==> src/rtl/ndn_pkt_classifier.sv <==
// ndn_pkt_classifier: forwards a 64-bit word stream through a 4-deep FIFO while classifying NDN packets
module ndn_pkt_classifier #(
  parameter int CNT_WIDTH = 16,
  parameter logic [7:0] INTEREST_TYPE = 8'h05,
  parameter logic [7:0] DATA_TYPE = 8'h06
) (
  input  logic                 clk,
  input  logic                 rst_n,
  input  logic                 in_wr,
  input  logic [7:0]           in_ctrl,
  input  logic [63:0]          in_data,
  output logic                 in_rdy,
  output logic                 out_wr,
  output logic [7:0]           out_ctrl,
  output logic [63:0]          out_data,
  input  logic                 out_rdy,
  output logic [CNT_WIDTH-1:0] interest_cnt,
  output logic [CNT_WIDTH-1:0] data_cnt,
  output logic [CNT_WIDTH-1:0] other_cnt,
  output logic [CNT_WIDTH-1:0] drop_cnt,
  output logic [1:0]           last_type
);
  typedef enum logic [1:0] {IDLE, BODY, DONE} state_t;
  logic [71:0] mem_q [4];
  logic [1:0] wp_q, rp_q, idx_q, last_q;
  logic [2:0] occ_q, occ_d;
  logic pop, push, drop, out_wr_q;
  logic [7:0] out_ctrl_q, type_byte;
  logic [63:0] out_data_q;
  logic [CNT_WIDTH-1:0] int_q, dat_q, oth_q, drp_q;
  state_t state_q;
  function automatic logic [CNT_WIDTH-1:0] sat_inc(input logic [CNT_WIDTH-1:0] v);
    return &v ? v : v + CNT_WIDTH'(1);
  endfunction
  // a pop frees the head slot first, so a push into a full FIFO popping that cycle is not dropped
  always_comb begin
    pop = out_rdy && occ_q != 3'd0;
    push = in_wr && (occ_q != 3'd4 || pop);
    drop = in_wr && !push;
    occ_d = occ_q + {2'b0, push} - {2'b0, pop};
  end
  assign type_byte = in_data[31:24];
  assign in_rdy = occ_q < 3'd3;
  // storage needs no reset: occupancy alone decides what is valid
  always_ff @(posedge clk)
    if (push) mem_q[wp_q] <= {in_ctrl, in_data};
  // FIFO pointers and occupancy
  always_ff @(posedge clk or negedge rst_n)
    if (!rst_n) begin
      wp_q <= '0;
      rp_q <= '0;
      occ_q <= '0;
    end else begin
      wp_q <= wp_q + {1'b0, push};
      rp_q <= rp_q + {1'b0, pop};
      occ_q <= occ_d;
    end
  // registered output stage: holds the last word when nothing is popped
  always_ff @(posedge clk or negedge rst_n)
    if (!rst_n) begin
      out_wr_q <= 1'b0;
      out_ctrl_q <= '0;
      out_data_q <= '0;
    end else begin
      out_wr_q <= pop;
      if (pop) {out_ctrl_q, out_data_q} <= mem_q[rp_q];
    end
  // classifier sees every offered word, including ones the FIFO drops
  always_ff @(posedge clk or negedge rst_n)
    if (!rst_n) begin
      state_q <= IDLE;
      idx_q <= '0;
      last_q <= '0;
      int_q <= '0;
      dat_q <= '0;
      oth_q <= '0;
      drp_q <= '0;
    end else begin
      if (drop) drp_q <= sat_inc(drp_q);
      if (in_wr && in_ctrl != 8'd0) begin
        if (state_q == BODY) begin
          oth_q <= sat_inc(oth_q);
          last_q <= 2'd3;
        end
        idx_q <= '0;
        state_q <= BODY;
      end else if (in_wr && state_q == BODY) begin
        if (idx_q == 2'd2) begin
          state_q <= DONE;
          if (type_byte == INTEREST_TYPE) begin
            int_q <= sat_inc(int_q);
            last_q <= 2'd1;
          end else if (type_byte == DATA_TYPE) begin
            dat_q <= sat_inc(dat_q);
            last_q <= 2'd2;
          end else begin
            oth_q <= sat_inc(oth_q);
            last_q <= 2'd3;
          end
        end else idx_q <= idx_q + 2'd1;
      end
    end
  assign out_wr = out_wr_q;
  assign out_ctrl = out_ctrl_q;
  assign out_data = out_data_q;
  assign interest_cnt = int_q;
  assign data_cnt = dat_q;
  assign other_cnt = oth_q;
  assign drop_cnt = drp_q;
  assign last_type = last_q;
endmodule

==> config.mk <==
export PLATFORM = sky130hd
export DESIGN_NAME = ndn_pkt_classifier
export DESIGN_NICKNAME = d
export VERILOG_FILES = /design/src/rtl/ndn_pkt_classifier.sv
export SDC_FILE = /design/constraint.sdc
export NUM_CORES = 1
export LEC_CHECK = 0
export BUFFER_PORTS_ARGS = -buffer_cell sky130_fd_sc_hd__buf_2
export CAP_MARGIN = 0
export CORE_MARGIN = 1.5
export CORE_UTILIZATION = 62
export DETAILED_ROUTE_END_ITERATION = 6
export PLACE_DENSITY = 0.85
export SYNTH_ARGS = -nofsm -noshare
export SYNTH_HDL_FRONTEND = slang
export SYNTH_SLANG_ARGS = --single-unit
==> constraint.sdc <==
create_clock -name clk -period 11.89 [get_ports clk]
set_input_delay 1.189 -clock clk [delete_from_list [all_inputs] [get_ports clk]]
set_output_delay 1.189 -clock clk [all_outputs]
set_load 0.005 [all_outputs]
==> Word level (Yosys, flattened, before mapping) <==
Memories as Yosys holds them, arrays and structs flattened. A register that Yosys moved wholly into a read port is not among the register bits.
Index checks and enable logic that the tools add are counted.
{ "op_classes": {"order_cmp": 1, "mul": 0, "div": 0, "n_bitwise": 5, "n_mux": 21, "n_addsub": 9, "n_eq_ne": 9, "shifts": 0, "n_reduce_logical": 23} }
{ "op_table": {"columns": ["op", "count"], "rows": [
  ["$mux 16", 7],
  ["$add 16x1->16 const B", 4],
  ["$reduce_and 16->1", 4],
  ["$mux 2", 11],
  ["$eq 8x3->1 const B", 2],
  ["$reduce_and 5->1", 2],
  ["$reduce_bool 8->1", 1],
  ["$ne 2x2->1 const B", 3],
  ["$reduce_and 2->1", 3],
  ["$reduce_and 6->1", 1],
  ["$logic_and 1x1->1", 5],
  ["$not 1->1", 5],
  ["$add 2x1->2", 2],
  ["$reduce_bool 2->1", 2],
  ["$add 3x1->3", 1],
  ["$lt 3x2->1 const B", 1],
  ["$mux 1", 3],
  ["$ne 3x3->1 const B", 1],
  ["$reduce_and 3->1", 1],
  ["$reduce_bool 3->1", 1],
  ["$sub 3x1->3", 1],
  ["$add 2x1->2 const B", 1],
  ["$eq 2x1->1 const B", 1],
  ["$eq 2x2->1 const B", 1],
  ["3 further kinds", 4]
]} }
{ "totals": {"out_inout_bits": 140, "ram_bits": 288, "in_bits": 76, "romBits": 0, "n_memories": 1, "latchBits": 0, "regBits": 78} }
{ "memory_table": {"columns": ["memory", "depth", "word_bits", "rd", "rd_ports_with_merged_regs", "write_ports", "line", "rtl"], "rows": [
  ["mem_q", 4, 72, 1, 1, 1, "24", "logic [71:0] mem_q [4];"]
]} }

==> Depth between registers and ports, before layout <==
Gate-level depths: netlist (run 1).
{ "logic_depth": {"word_depth": 7, "depth_mapped": 8} }

==> Worst setup path after synthesis (run 1) <==
OpenSTA, ideal clock, no wires.
{ "synth_path": {"path_kind": "input to register", "from": "in in_wr", "to": "mem mem_q[1][0], enable pin", "required_time_ns": 11.284, "setup_time_ns": 0.606, "n_path_buf": 1, "setup_slack_ns": 4.601, "path_stages": 3, "arrival_time_ns": 6.684, "cell_sequence": "buf_4 nand2_1 nor3b_1"} }
{ "synth_between": {"elab_chain_len": 3} }
{ "synth_lines": {"columns": ["item", "line", "rtl"], "rows": [
  ["from (decl)", "9", "input logic in_wr,"],
  ["$logic_and 1x1->1", "38", "push = in_wr && (occ_q != 3'd4 || pop);"],
  ["$mux 1", "46", "if (push) mem_q[wp_q] <= {in_ctrl, in_data};"],
  ["$mux 1 (implied by the code)", "46", null],
  ["to (decl)", "24", null]
]} }
Every way passes these cells.

==> Worst setup path after layout (run 1) <==
{ "layout_path": {"from": "in out_rdy", "to": "mem mem_q[2][66], enable pin"} }
{ "layout_between": {"elab_chain_len": 5} }
{ "layout_lines": {"columns": ["item", "line", "rtl"], "rows": [
  ["from (decl)", "16", "input logic out_rdy,"],
  ["$logic_and 1x1->1", "37", "pop = out_rdy && occ_q != 3'd0;"],
  ["$logic_or 1x1->1", "38", null],
  ["$logic_and 1x1->1", "38", null],
  ["$mux 1", "46", null],
  ["$mux 1 (implied by the code)", "46", null]
]} }
Every way passes these cells.

==> results.sh, run 1 <==
export IMPL_run_status="finished clean"
export IMPL_grt_setup_unrepaired="false"
export IMPL_worst_endpoint_arrival_ns=3.28
export IMPL_clock_skew_ns=0.00981
export IMPL_crit_reg2reg_launch="occ_q[2]"
export IMPL_setup_violations_final=0
export IMPL_synthToLayoutAreaGrowth_pct=17.5
export IMPL_post_synth_cell_area_avg_um2=19.5
export IMPL_count_of_flip_flops_with_a_built_in_enable_after_synthesis=288
export IMPL_h_tree_depth=2
export IMPL_synthAdderAreaFrac_pct=0.860
export IMPL_area_share_of_and_or_nand_nor_cells_after_synthesis_pct=5.35
export IMPL_dieArea_um2=28200
export IMPL_post_route_cell_area_um2=19800
export IMPL_drt_iter0_markers=528
export IMPL_postRouteAntennaNets=0
export IMPL_yosysUniqueCellTypes=57
export IMPL_dpl_cell_area_um2=18400
export IMPL_syn_instance_count=866
export IMPL_first_global_vias=9276
export IMPL_cp_startpoint="out_rdy"
export IMPL_post_drt_wl_per_cell_um=21.8
export IMPL_critical_path_required_ns=12.06
export IMPL_drt_pass1_iterations=5
export IMPL_cts_root_buffer_cell="sky130_fd_sc_hd__clkbuf_16"
export IMPL_share_of_layout_cells_above_drive_strength_1_pct=40.7
export IMPL_syn_num_nets=953
export IMPL_pin_count_of_the_biggest_net_entering_global_routing=74
export IMPL_portBuffers=215
export IMPL_clock_tree_from_tritoncts="yes"
export IMPL_peakVddDrop_v=0.000127
export IMPL_total_area_of_multi_input_combinational_cells_um2=4320
export IMPL_effective_utilization_at_floorplan_pct=63.0
export IMPL_gp_congestion=0.796
export IMPL_fin_crit_ns=3.11
export IMPL_synth_area_leaders="sky130_fd_sc_hd__edfxtp_1 (51%), sky130_fd_sc_hd__dfrtp_1 (22%), sky130_fd_sc_hd__mux4_2 (9.6%)"
export IMPL_synth_cell_area_um2=16900
export IMPL_total_power_mw=4.60
export IMPL_num_io_pins=216
export IMPL_synth_seq_area_share_pct=73.5
export IMPL_crit_reg2reg_capture="mem_q[2][66]"
export IMPL_setup_worst_path_end_class="flop"
export IMPL_cts_buffer_depth=3
export IMPL_detailedPlacementHpwl_um=19500
export IMPL_drt_vias_per_instance=5.87
export IMPL_post_cts_repair_setup_buffers=0
export IMPL_track_usage_pct=24.0
export IMPL_die_height_um=168
export IMPL_grt_first_pass_wirelength_um=51300
export IMPL_synth_compound_gate_area_share_pct=1.03
export IMPL_most_common_cell_after_layout_fill_and_taps_aside="sky130_fd_sc_hd__edfxtp_1"
export IMPL_global_route_overflow_total=0
export IMPL_synth_async_sr_flop_share_pct=34.2
export IMPL_power_density_nw_per_um2=232
export IMPL_holdBufCountCts=0
export IMPL_worst_setup_path_start_kind="input pin"
export IMPL_numCtsBuffers=44
export IMPL_slew_at_the_pin_closest_to_its_max_slew_limit_ns=1.10
export IMPL_largest_family_of_logic_cells_by_synthesized_area="multiplexers"
export IMPL_nFillCells=1587
export IMPL_synth_top_area_share_pct=51.3
export IMPL_layout_cells_most_common_list="sky130_fd_sc_hd__edfxtp_1 (288), sky130_fd_sc_hd__buf_2 (214), sky130_fd_sc_hd__dfrtp_1 (148), sky130_fd_sc_hd__mux2_2 (81), sky130_fd_sc_hd__mux4_2 (72)"
export IMPL_drc=0
export IMPL_num_rows=60
export IMPL_cts_repair_resized=0
export IMPL_r2r_slack_ns=9.02
export IMPL_final_net_count=1196
export IMPL_chipWidth_um=168
export IMPL_slew_limit_fails=0
export IMPL_timing_critical_path_to="mem_q[2][66]"
export IMPL_hold_start="other_cnt[6]"
export IMPL_antenna_found_initial=8
export IMPL_placeableCoreArea_um2=26800
export IMPL_achievable_frequency_mhz=322
export IMPL_cts_clk_slew_worst_paths_ns=0.06
export IMPL_timing_slew_headroom_pct=26.6
export IMPL_tritoncts_num_sinks=438
export IMPL_postSynth_topFlopCell="sky130_fd_sc_hd__edfxtp_1"
export IMPL_muxShareOfSynthArea_pct=15.1
export IMPL_yosysTopAreaCell="sky130_fd_sc_hd__edfxtp_1"
export IMPL_crit_path_max_fanout=47
export IMPL_dp_slack_ns=8.20
export IMPL_regArea_um2=12400
export IMPL_totalWireLength_um=32400
export IMPL_p_leak_nw=7.68
export IMPL_hold_violations=0
export IMPL_synth_ff_latch_count=438
export IMPL_timing_hold_worst_class="flop to flop"
export IMPL_via_count=8744
export IMPL_layout_setup_ws_ns=8.78
export IMPL_layout_worst_path_cycle_share_pct=26.2
export IMPL_worst_r2r_cell_count=6
export IMPL_synth_xor_area_share_pct=3.11
export IMPL_ys_warnings_count=0
export IMPL_clkLatencyLatePin_ns=0.54
export IMPL_max_capacitance_violation_total=0
export IMPL_startpoint_to_endpoint_class_of_the_critical_path="input pin to flop"
export IMPL_setup_tns_final_ns=0
[final cells by class]
class / instances / share of cell area [%]
timing repair buffer: 225 / 5.84
multi-input combinational: 388 / 21.8
clock buffer: 62 / 6.31
inverter: 12 / 0.227
tap: 341 / 2.15
clock inverter: 20 / 1.02
sequential: 438 / 62.6
antenna: 3 / 0.0379
[power breakdown]
group	switching [mW]	internal, mW
clock network	0.553	0.821
registers	0.229	2.01
logic	0.437	0.548
[synth_stat cells, types with 2 or more instances]
| library cell | n |
|---|---|
| sky130_fd_sc_hd__clkbuf_1 | 13 |
| sky130_fd_sc_hd__buf_2 | 11 |
| sky130_fd_sc_hd__nand2b_1 | 2 |
| sky130_fd_sc_hd__inv_1 | 12 |
| sky130_fd_sc_hd__nor4_4 | 4 |
| sky130_fd_sc_hd__and3_1 | 16 |
| sky130_fd_sc_hd__and4_1 | 4 |
| sky130_fd_sc_hd__nand4_1 | 20 |
| sky130_fd_sc_hd__mux4_2 | 72 |
| sky130_fd_sc_hd__xor2_1 | 13 |
| sky130_fd_sc_hd__ha_1 | 10 |
| sky130_fd_sc_hd__dfrtp_1 | 150 |
| sky130_fd_sc_hd__nand3_1 | 30 |
| sky130_fd_sc_hd__nand4b_1 | 3 |
| sky130_fd_sc_hd__nor3b_1 | 3 |
| sky130_fd_sc_hd__nand2_1 | 29 |
| sky130_fd_sc_hd__nor2_1 | 17 |
| sky130_fd_sc_hd__nor3_1 | 2 |
| sky130_fd_sc_hd__xnor2_1 | 47 |
| sky130_fd_sc_hd__edfxtp_1 | 288 |
| sky130_fd_sc_hd__a21oi_1 | 4 |
| sky130_fd_sc_hd__mux2_2 | 81 |
[worst min path at each step]
stage | slack, ns | to | depth (start not counted)
3_5_place_dp | 0.48 | other_cnt[6] | 1
6_report | 0.49 | other_cnt[6] | 1
5_1_grt | 0.52 | out_ctrl[1] | 1
3_3_place_gp | 0.47 | data_cnt[4] | 1
4_1_cts | 0.49 | other_cnt[6] | 1
2_1_floorplan | 0.46 | state_q[0] | 1
[state kept, by name (all words and copies together) (netlist names), 3 cells and up]
name	cells
other_cnt	16
interest_cnt	16
data_cnt	16
occ_q	3
drop_cnt	16
out_ctrl	8
out_data	64
mem_q	288
[cells by family (layout without fill, tap and decap cells)]
family / count (synthesis) / after routing
AOI/OAI and AO/OA: 19 / 19
xor gates and xnor gates: 60 / 60
adders and majority gates: 11 / 11
buffers and inverters: 40 / 319
DFF: 438 / 438
muxes: 154 / 154
other: 0 / 3
and+or+nand+nor: 144 / 144
[layer usage]
layer	track usage (%)	vias to the layer above	wire, um
li1	-	3889	-
met4	7.01	10	570
met5	0	-	51
met1	31.0	4515	12900
met2	40.3	278	16300
met3	6.82	52	2530
[metrics by stage]
| stage | util, % | instances | hold slack [ns] |
|---|---|---|---|
| finish | 74.0 | 1489 | 0.491 |
| global route | 73.9 | 1488 | 0.519 |
| CTS | 73.9 | 1486 | 0.494 |
| detailed placement | 68.5 | 1404 | 0.481 |
| global placement | 68.5 | 1404 | 0.471 |
| floorplan | - | 866 | 0.458 |
[critical path: stages]
cell	delay, ns
sky130_fd_sc_hd__buf_2	0.13
sky130_fd_sc_hd__or4b_4	0.15
sky130_fd_sc_hd__nand2_1	0.13
sky130_fd_sc_hd__inv_1	0.13
sky130_fd_sc_hd__nand2_1	0.10
sky130_fd_sc_hd__nor2_4	0.67
sky130_fd_sc_hd__buf_4	0.70
No activity file was read; power rests on OpenSTA's default activity.
==> inputs of run 2 (changes only) <==
--- a/config.mk
+++ b/config.mk
@@ -8,9 +8,9 @@
 export BUFFER_PORTS_ARGS = -buffer_cell sky130_fd_sc_hd__buf_2
 export CAP_MARGIN = 0
 export CORE_MARGIN = 1.5
-export CORE_UTILIZATION = 62
+export CORE_UTILIZATION = 57
 export DETAILED_ROUTE_END_ITERATION = 6
-export PLACE_DENSITY = 0.85
+export PLACE_DENSITY = 0.79
 export SYNTH_ARGS = -nofsm -noshare
 export SYNTH_HDL_FRONTEND = slang
 export SYNTH_SLANG_ARGS = --single-unit
==> constraint.sdc (replaced) <==
create_clock -name clk -period 2.9 [get_ports clk]
set_input_delay 0.29 -clock clk [delete_from_list [all_inputs] [get_ports clk]]
set_output_delay 0.29 -clock clk [all_outputs]
set_load 0.005 [all_outputs]
==> run 2 against run 1 <==
Against the previous run:
- clock power rose to 4.0 times the previous value
- combinational power rose to 4.5 times the previous value
- register-to-register slack worse by 8.3 ns
- count of clock-buffer cells in the layout unchanged
- die area up 8.6%
- hold slack worse by 0.47 ns
- sequential power rose to 4.0 times the previous value
- cell area up 4.2%
- critical path type unchanged
- largest power group unchanged
==> results.sh, run 2 (same netlist as run 1, synthesis figures left out) <==
export IMPL_final_cells=1595
export IMPL_num_rows=62
export IMPL_track_usage_pct=21.8
export IMPL_clock_tree_from_tritoncts="yes"
export IMPL_postRouteAntennaNets=0
export IMPL_chipWidth_um=175
export IMPL_nFillCells=1826
export IMPL_antenna_found_initial=0
export IMPL_antenna_cells=0
export IMPL_portBuffers=215
export IMPL_max_ffs_per_register=288
export IMPL_pin_count_of_the_biggest_net_entering_global_routing=73
export IMPL_global_route_overflow_total=0
export IMPL_slew_at_the_pin_closest_to_its_max_slew_limit_ns=0.762
export IMPL_cp_cell_sequence="dlygate4sd3_1 -> buf_2 -> nor4_4 -> nand2_1 -> a21o_1 -> nand2_1 -> mux2_2"
export IMPL_layout_cells_most_common_list="sky130_fd_sc_hd__edfxtp_1 (288), sky130_fd_sc_hd__buf_2 (214), sky130_fd_sc_hd__dfrtp_1 (148), sky130_fd_sc_hd__mux2_2 (81), sky130_fd_sc_hd__mux4_2 (72)"
export IMPL_share_of_layout_cells_above_drive_strength_1_pct=39.5
export IMPL_drt_iter0_markers=589
export IMPL_placeableCoreArea_um2=28900
export IMPL_most_common_cell_after_layout_fill_and_taps_aside="sky130_fd_sc_hd__edfxtp_1"
export IMPL_number_of_placed_instances_with_taps_included=1453
export IMPL_largest_register="mem_q"
export IMPL_total_power_mw=19.0
export IMPL_post_drt_wl_per_cell_um=20.3
export IMPL_dieArea_um2=30600
export IMPL_cts_clk_slew_worst_paths_ns=0.06
export IMPL_numCtsBuffers=44
export IMPL_gp_congestion=0.810
export IMPL_slew_limit_fails=0
export IMPL_p_leak_nw=8.01
export IMPL_crit_path_max_fanout=15
export IMPL_hold_violations=0
export IMPL_synthToLayoutAreaGrowth_pct=22.5
export IMPL_first_global_vias=9376
export IMPL_setup_worst_path_end_class="flop"
export IMPL_postLayoutCoreUtil_pct=71.4
export IMPL_setup_tns_final_ns=0
export IMPL_cts_repair_resized=0
export IMPL_fin_crit_ns=2.23
export IMPL_run_status="finished clean"
export IMPL_timing_slew_headroom_pct=47.9
export IMPL_achievable_frequency_mhz=448
export IMPL_worst_endpoint_arrival_ns=2.64
export IMPL_critical_path_required_ns=3.31
export IMPL_grt_setup_unrepaired="false"
export IMPL_effective_utilization_at_floorplan_pct=58.3
export IMPL_grt_first_pass_wirelength_um=51600
export IMPL_via_count=8908
export IMPL_dp_slack_ns=0.576
export IMPL_setup_violations_final=0
export IMPL_layout_worst_path_cycle_share_pct=76.9
export IMPL_startpoint_to_endpoint_class_of_the_critical_path="input pin to flop"
export IMPL_drc=0
export IMPL_num_io_pins=216
export IMPL_tritoncts_num_sinks=438
export IMPL_timing_hold_worst_class="input pin to flop"
export IMPL_drt_pass1_iterations=5
export IMPL_clock_skew_ns=0.0179
export IMPL_final_net_count=1262
export IMPL_cts_buffer_depth=3
export IMPL_h_tree_depth=2
export IMPL_power_density_nw_per_um2=919
export IMPL_worst_setup_path_start_kind="input pin"
export IMPL_cpMostUsedCell="sky130_fd_sc_hd__nand2_1"
export IMPL_holdBufCountCts=60
export IMPL_cts_root_buffer_cell="sky130_fd_sc_hd__clkbuf_16"
export IMPL_totalWireLength_um=32400
export IMPL_die_height_um=175
export IMPL_clkLatencyLatePin_ns=0.54
export IMPL_drt_vias_per_instance=5.58
export IMPL_slowest_delay_ns=0.54
export IMPL_post_cts_repair_setup_buffers=0
export IMPL_detailedPlacementHpwl_um=19400
export IMPL_max_capacitance_violation_total=0
export IMPL_peakVddDrop_v=0.000667
export IMPL_layout_setup_ws_ns=0.670
export IMPL_critical_path_slowest_cell="sky130_fd_sc_hd__dlygate4sd3_1"
run 2: cell types whose count changed in the layout (fill, tap and decap cells not counted), moves of 3 or more:
cell                            change
sky130_fd_sc_hd__buf_12            +12
sky130_fd_sc_hd__buf_4              -6
sky130_fd_sc_hd__clkinv_1           -4
sky130_fd_sc_hd__clkinv_2           +5
sky130_fd_sc_hd__diode_2            -3
sky130_fd_sc_hd__dlygate4sd3_1     +60
run 2: final cells by class:
class	count	area (um^2)	share of cell area, %
Multi-Input combinational cell	388	4340	21.0
Clock inverter	20	160	0.775
Inverter	12	45.0	0.218
Clock buffer	62	1270	6.15
Timing Repair Buffer	291	1950	9.45
Tap cell	384	480	2.33
Sequential cell	438	12400	60.1
run 2: per-layer routing:
layer / part of all wire [%] / global-route usage, % / vias to the layer above / wire, um
li1: - / - / 4025 / -
met3: 6.9 / 4.90 / 51 / 2230
met1: 42 / 29.6 / 4544 / 13500
met5: 0 / 0 / - / 0
met4: 1.9 / 5.59 / 0 / 618
met2: 49 / 36.3 / 288 / 16000
run 2: final timing paths:
path | cells past startpoint | endpoint | start | slack (ns)
max | 7 | other_cnt[1] | in_ctrl[0] | 0.67
min | 1 | mem_q[3][65] | in_ctrl[1] | 0.02
max reg2reg | 7 | occ_q[2] | occ_q[1] | 0.70
min reg2reg | 1 | drop_cnt[15] | drop_cnt[15] | 0.49
max in group asynchronous | 3 | out_data[30] | rst_n | 1.85
min in group asynchronous | 2 | out_data[1] | rst_n | 0.31
run 2: critical path: cells and delay by family:
family	cells	cell delay, ns
muxes	1	0.35
buffers and inverters	2	0.70
AOI/OAI and AO/OA	1	0.42
and+or+nand+nor	3	0.87
run 2: per-stage QoR:
stage	hold slack, ns	area, um^2
after floorplan	-0.00559	16900
after global placement	0.357	18600
after detailed placement	0.348	18600
after CTS	0.00233	20700
after global routing	0.0193	20700
final	0.0229	20700
run 2: where the power goes:
part           leakage [nW]  switching (mW)  internal, mW  total, mW
Combinational          2.78            2.00          2.47       4.47
Sequential             4.52           0.789          8.22       9.01
Clock                 0.711            2.27          3.25       5.51
Total                  8.01            5.05          13.9       19.0
==> inputs of run 3 (changes only) <==
--- a/config.mk
+++ b/config.mk
@@ -8,9 +8,9 @@
 export BUFFER_PORTS_ARGS = -buffer_cell sky130_fd_sc_hd__buf_2
 export CAP_MARGIN = 0
 export CORE_MARGIN = 1.5
-export CORE_UTILIZATION = 57
+export CORE_UTILIZATION = 52
 export DETAILED_ROUTE_END_ITERATION = 6
-export PLACE_DENSITY = 0.79
+export PLACE_DENSITY = 0.76
 export SYNTH_ARGS = -nofsm -noshare
 export SYNTH_HDL_FRONTEND = slang
 export SYNTH_SLANG_ARGS = --single-unit
==> constraint.sdc (replaced) <==
create_clock -name clk -period 1.99 [get_ports clk]
set_input_delay 0.199 -clock clk [delete_from_list [all_inputs] [get_ports clk]]
set_output_delay 0.199 -clock clk [all_outputs]
set_load 0.005 [all_outputs]
==> run 3 against run 2 <==
Against the previous run:
- the flow now finishes with violations (setup timing)
- count of clock-buffer cells in the layout fell by 2
- hold slack improved by 0.043 ns
- die area rose by 9.5%
- sequential power rose by 43%
- cell area rose by 4.6%
- critical path type is now flop to flop
==> results.sh, run 3 (same netlist as run 1, synthesis figures left out) <==
export IMPL_run_status="finished with violations"
export IMPL_failed_checks="setup timing"
export IMPL_cts_buffer_depth=3
export IMPL_drt_vias_per_instance=5.49
export IMPL_numCtsBuffers=44
export IMPL_grt_setup_unrepaired="true"
export IMPL_grt_first_pass_wirelength_um=54800
export IMPL_crit_path_max_fanout=4
export IMPL_num_io_pins=216
export IMPL_cts_clk_slew_worst_paths_ns=0.06
export IMPL_drc=0
export IMPL_pin_count_of_the_biggest_net_entering_global_routing=58
export IMPL_most_common_cell_after_layout_fill_and_taps_aside="sky130_fd_sc_hd__edfxtp_1"
export IMPL_worst_endpoint_arrival_ns=2.45
export IMPL_die_height_um=183
export IMPL_setup_worst_path_end_class="flop"
export IMPL_total_power_mw=28.7
export IMPL_layout_setup_ws_ns=-0.0409
export IMPL_layout_worst_path_cycle_share_pct=102
export IMPL_cts_root_buffer_cell="sky130_fd_sc_hd__clkbuf_16"
export IMPL_drt_pass1_iterations=5
export IMPL_clock_tree_from_tritoncts="yes"
export IMPL_drt_iter0_markers=587
export IMPL_worst_setup_path_start_kind="flop"
export IMPL_detailedPlacementHpwl_um=21700
export IMPL_slew_limit_fails=0
export IMPL_clkLatencyLatePin_ns=0.54
export IMPL_via_count=9274
export IMPL_final_net_count=1336
export IMPL_fin_crit_ns=2.03
export IMPL_slew_at_the_pin_closest_to_its_max_slew_limit_ns=0.639
export IMPL_peakVddDrop_v=0.000723
export IMPL_path_delay_family="adder cells"
export IMPL_synthToLayoutAreaGrowth_pct=28.1
export IMPL_gp_congestion=0.792
export IMPL_nFillCells=2051
export IMPL_layout_cells_most_common_list="sky130_fd_sc_hd__edfxtp_1 (288), sky130_fd_sc_hd__buf_2 (213), sky130_fd_sc_hd__dfrtp_1 (148), sky130_fd_sc_hd__mux2_2 (81)"
export IMPL_postRouteAntennaNets=0
export IMPL_largest_register="mem_q"
export IMPL_p_leak_nw=8.44
export IMPL_slowest_delay_ns=0.43
export IMPL_first_global_vias=9890
export IMPL_startpoint_to_endpoint_class_of_the_critical_path="flop to flop"
export IMPL_critical_path_slowest_cell="sky130_fd_sc_hd__dfrtp_1"
export IMPL_placeableCoreArea_um2=31700
export IMPL_post_drt_wl_per_cell_um=21.2
export IMPL_num_rows=65
export IMPL_totalWireLength_um=35900
export IMPL_hold_violations=0
export IMPL_achievable_frequency_mhz=492
export IMPL_dp_slack_ns=-0.0716
export IMPL_chipWidth_um=183
export IMPL_max_ffs_per_register=288
export IMPL_timing_slew_headroom_pct=57.4
export IMPL_cp_buffers_inverters=3
export IMPL_global_route_overflow_total=0
export IMPL_timing_hold_worst_class="input pin to flop"
export IMPL_power_density_nw_per_um2=1330
export IMPL_tritoncts_num_sinks=438
export IMPL_h_tree_depth=2
export IMPL_max_capacitance_violation_total=0
export IMPL_clock_skew_ns=0.0189
export IMPL_effective_utilization_at_floorplan_pct=53.2
export IMPL_dieArea_um2=33500
export IMPL_portBuffers=215
export IMPL_cp_cell_sequence="buf_6 -> o31ai_4 -> inv_2 -> ha_4 -> inv_2 -> ha_4 -> fa_2 -> xor2_1"
export IMPL_antenna_found_initial=3
export IMPL_share_of_layout_cells_above_drive_strength_1_pct=42.8
export IMPL_setup_violations_final=2
export IMPL_track_usage_pct=21.4
export IMPL_critical_path_required_ns=2.41
run 3: stage by stage:
step / setup TNS, ns / util, % / cell area [um^2] / cells / hold WS (ns)
6_report: -0.0781 / 68.1 / 21600 / 1690 / 0.0657
5_1_grt: -1.17 / 68.1 / 21600 / 1690 / 0.0797
4_1_cts: -0.0743 / 67.5 / 21400 / 1678 / 0.0362
3_5_place_dp: -3.08 / 60.1 / 19100 / 1514 / 0.230
3_3_place_gp: -0.419 / 60.1 / 19100 / 1514 / 0.237
2_1_floorplan: -160.85 / - / 16900 / 866 / -0.0966
run 3: area by class of cell:
cell class,count,area (um^2),share of cell area [%]
sequential,438,12400,57.4
multi-input combinational,388,4450,20.6
timing repair buffer,365,2740,12.7
clock buffer,60,1220,5.66
tap,402,503,2.33
clock inverter,22,234,1.08
inverter,12,45.0,0.208
antenna,3,7.51,0.0347
run 3: what timing repair did:
item,in CTS,in global routing
resized for setup,14,15
cloned,0,3
endpoints found under the hold margin,339,0
hold buffers,73,0
setup buffers,9,9
endpoints found under the setup margin,59,194
pin swaps,3,16
run 3: path summary, 6_finish.rpt:
path,start,to,slack (ns),cells after the start
max,occ_q[0],occ_q[2],-0.04,8
min,in_wr,idx_q[1],0.07,2
max reg2reg,occ_q[0],occ_q[2],-0.04,8
min reg2reg,other_cnt[10],other_cnt[10],0.49,1
max in group asynchronous,rst_n,out_data[21],1.03,3
min in group asynchronous,rst_n,data_cnt[2],0.22,2
run 3: routing by layer:
metal | track usage (%) | wire, um
met1 | 26.9 | 14300
met2 | 37.5 | 18300
met3 | 4.94 | 2350
met4 | 6.03 | 867
met5 | 0 | 0
run 3: power breakdown:
part / internal (mW) / switching [mW] / total [mW]
registers: 12.0 / 0.872 / 12.9
logic: 4.17 / 3.50 / 7.67
clock network: 4.86 / 3.37 / 8.23
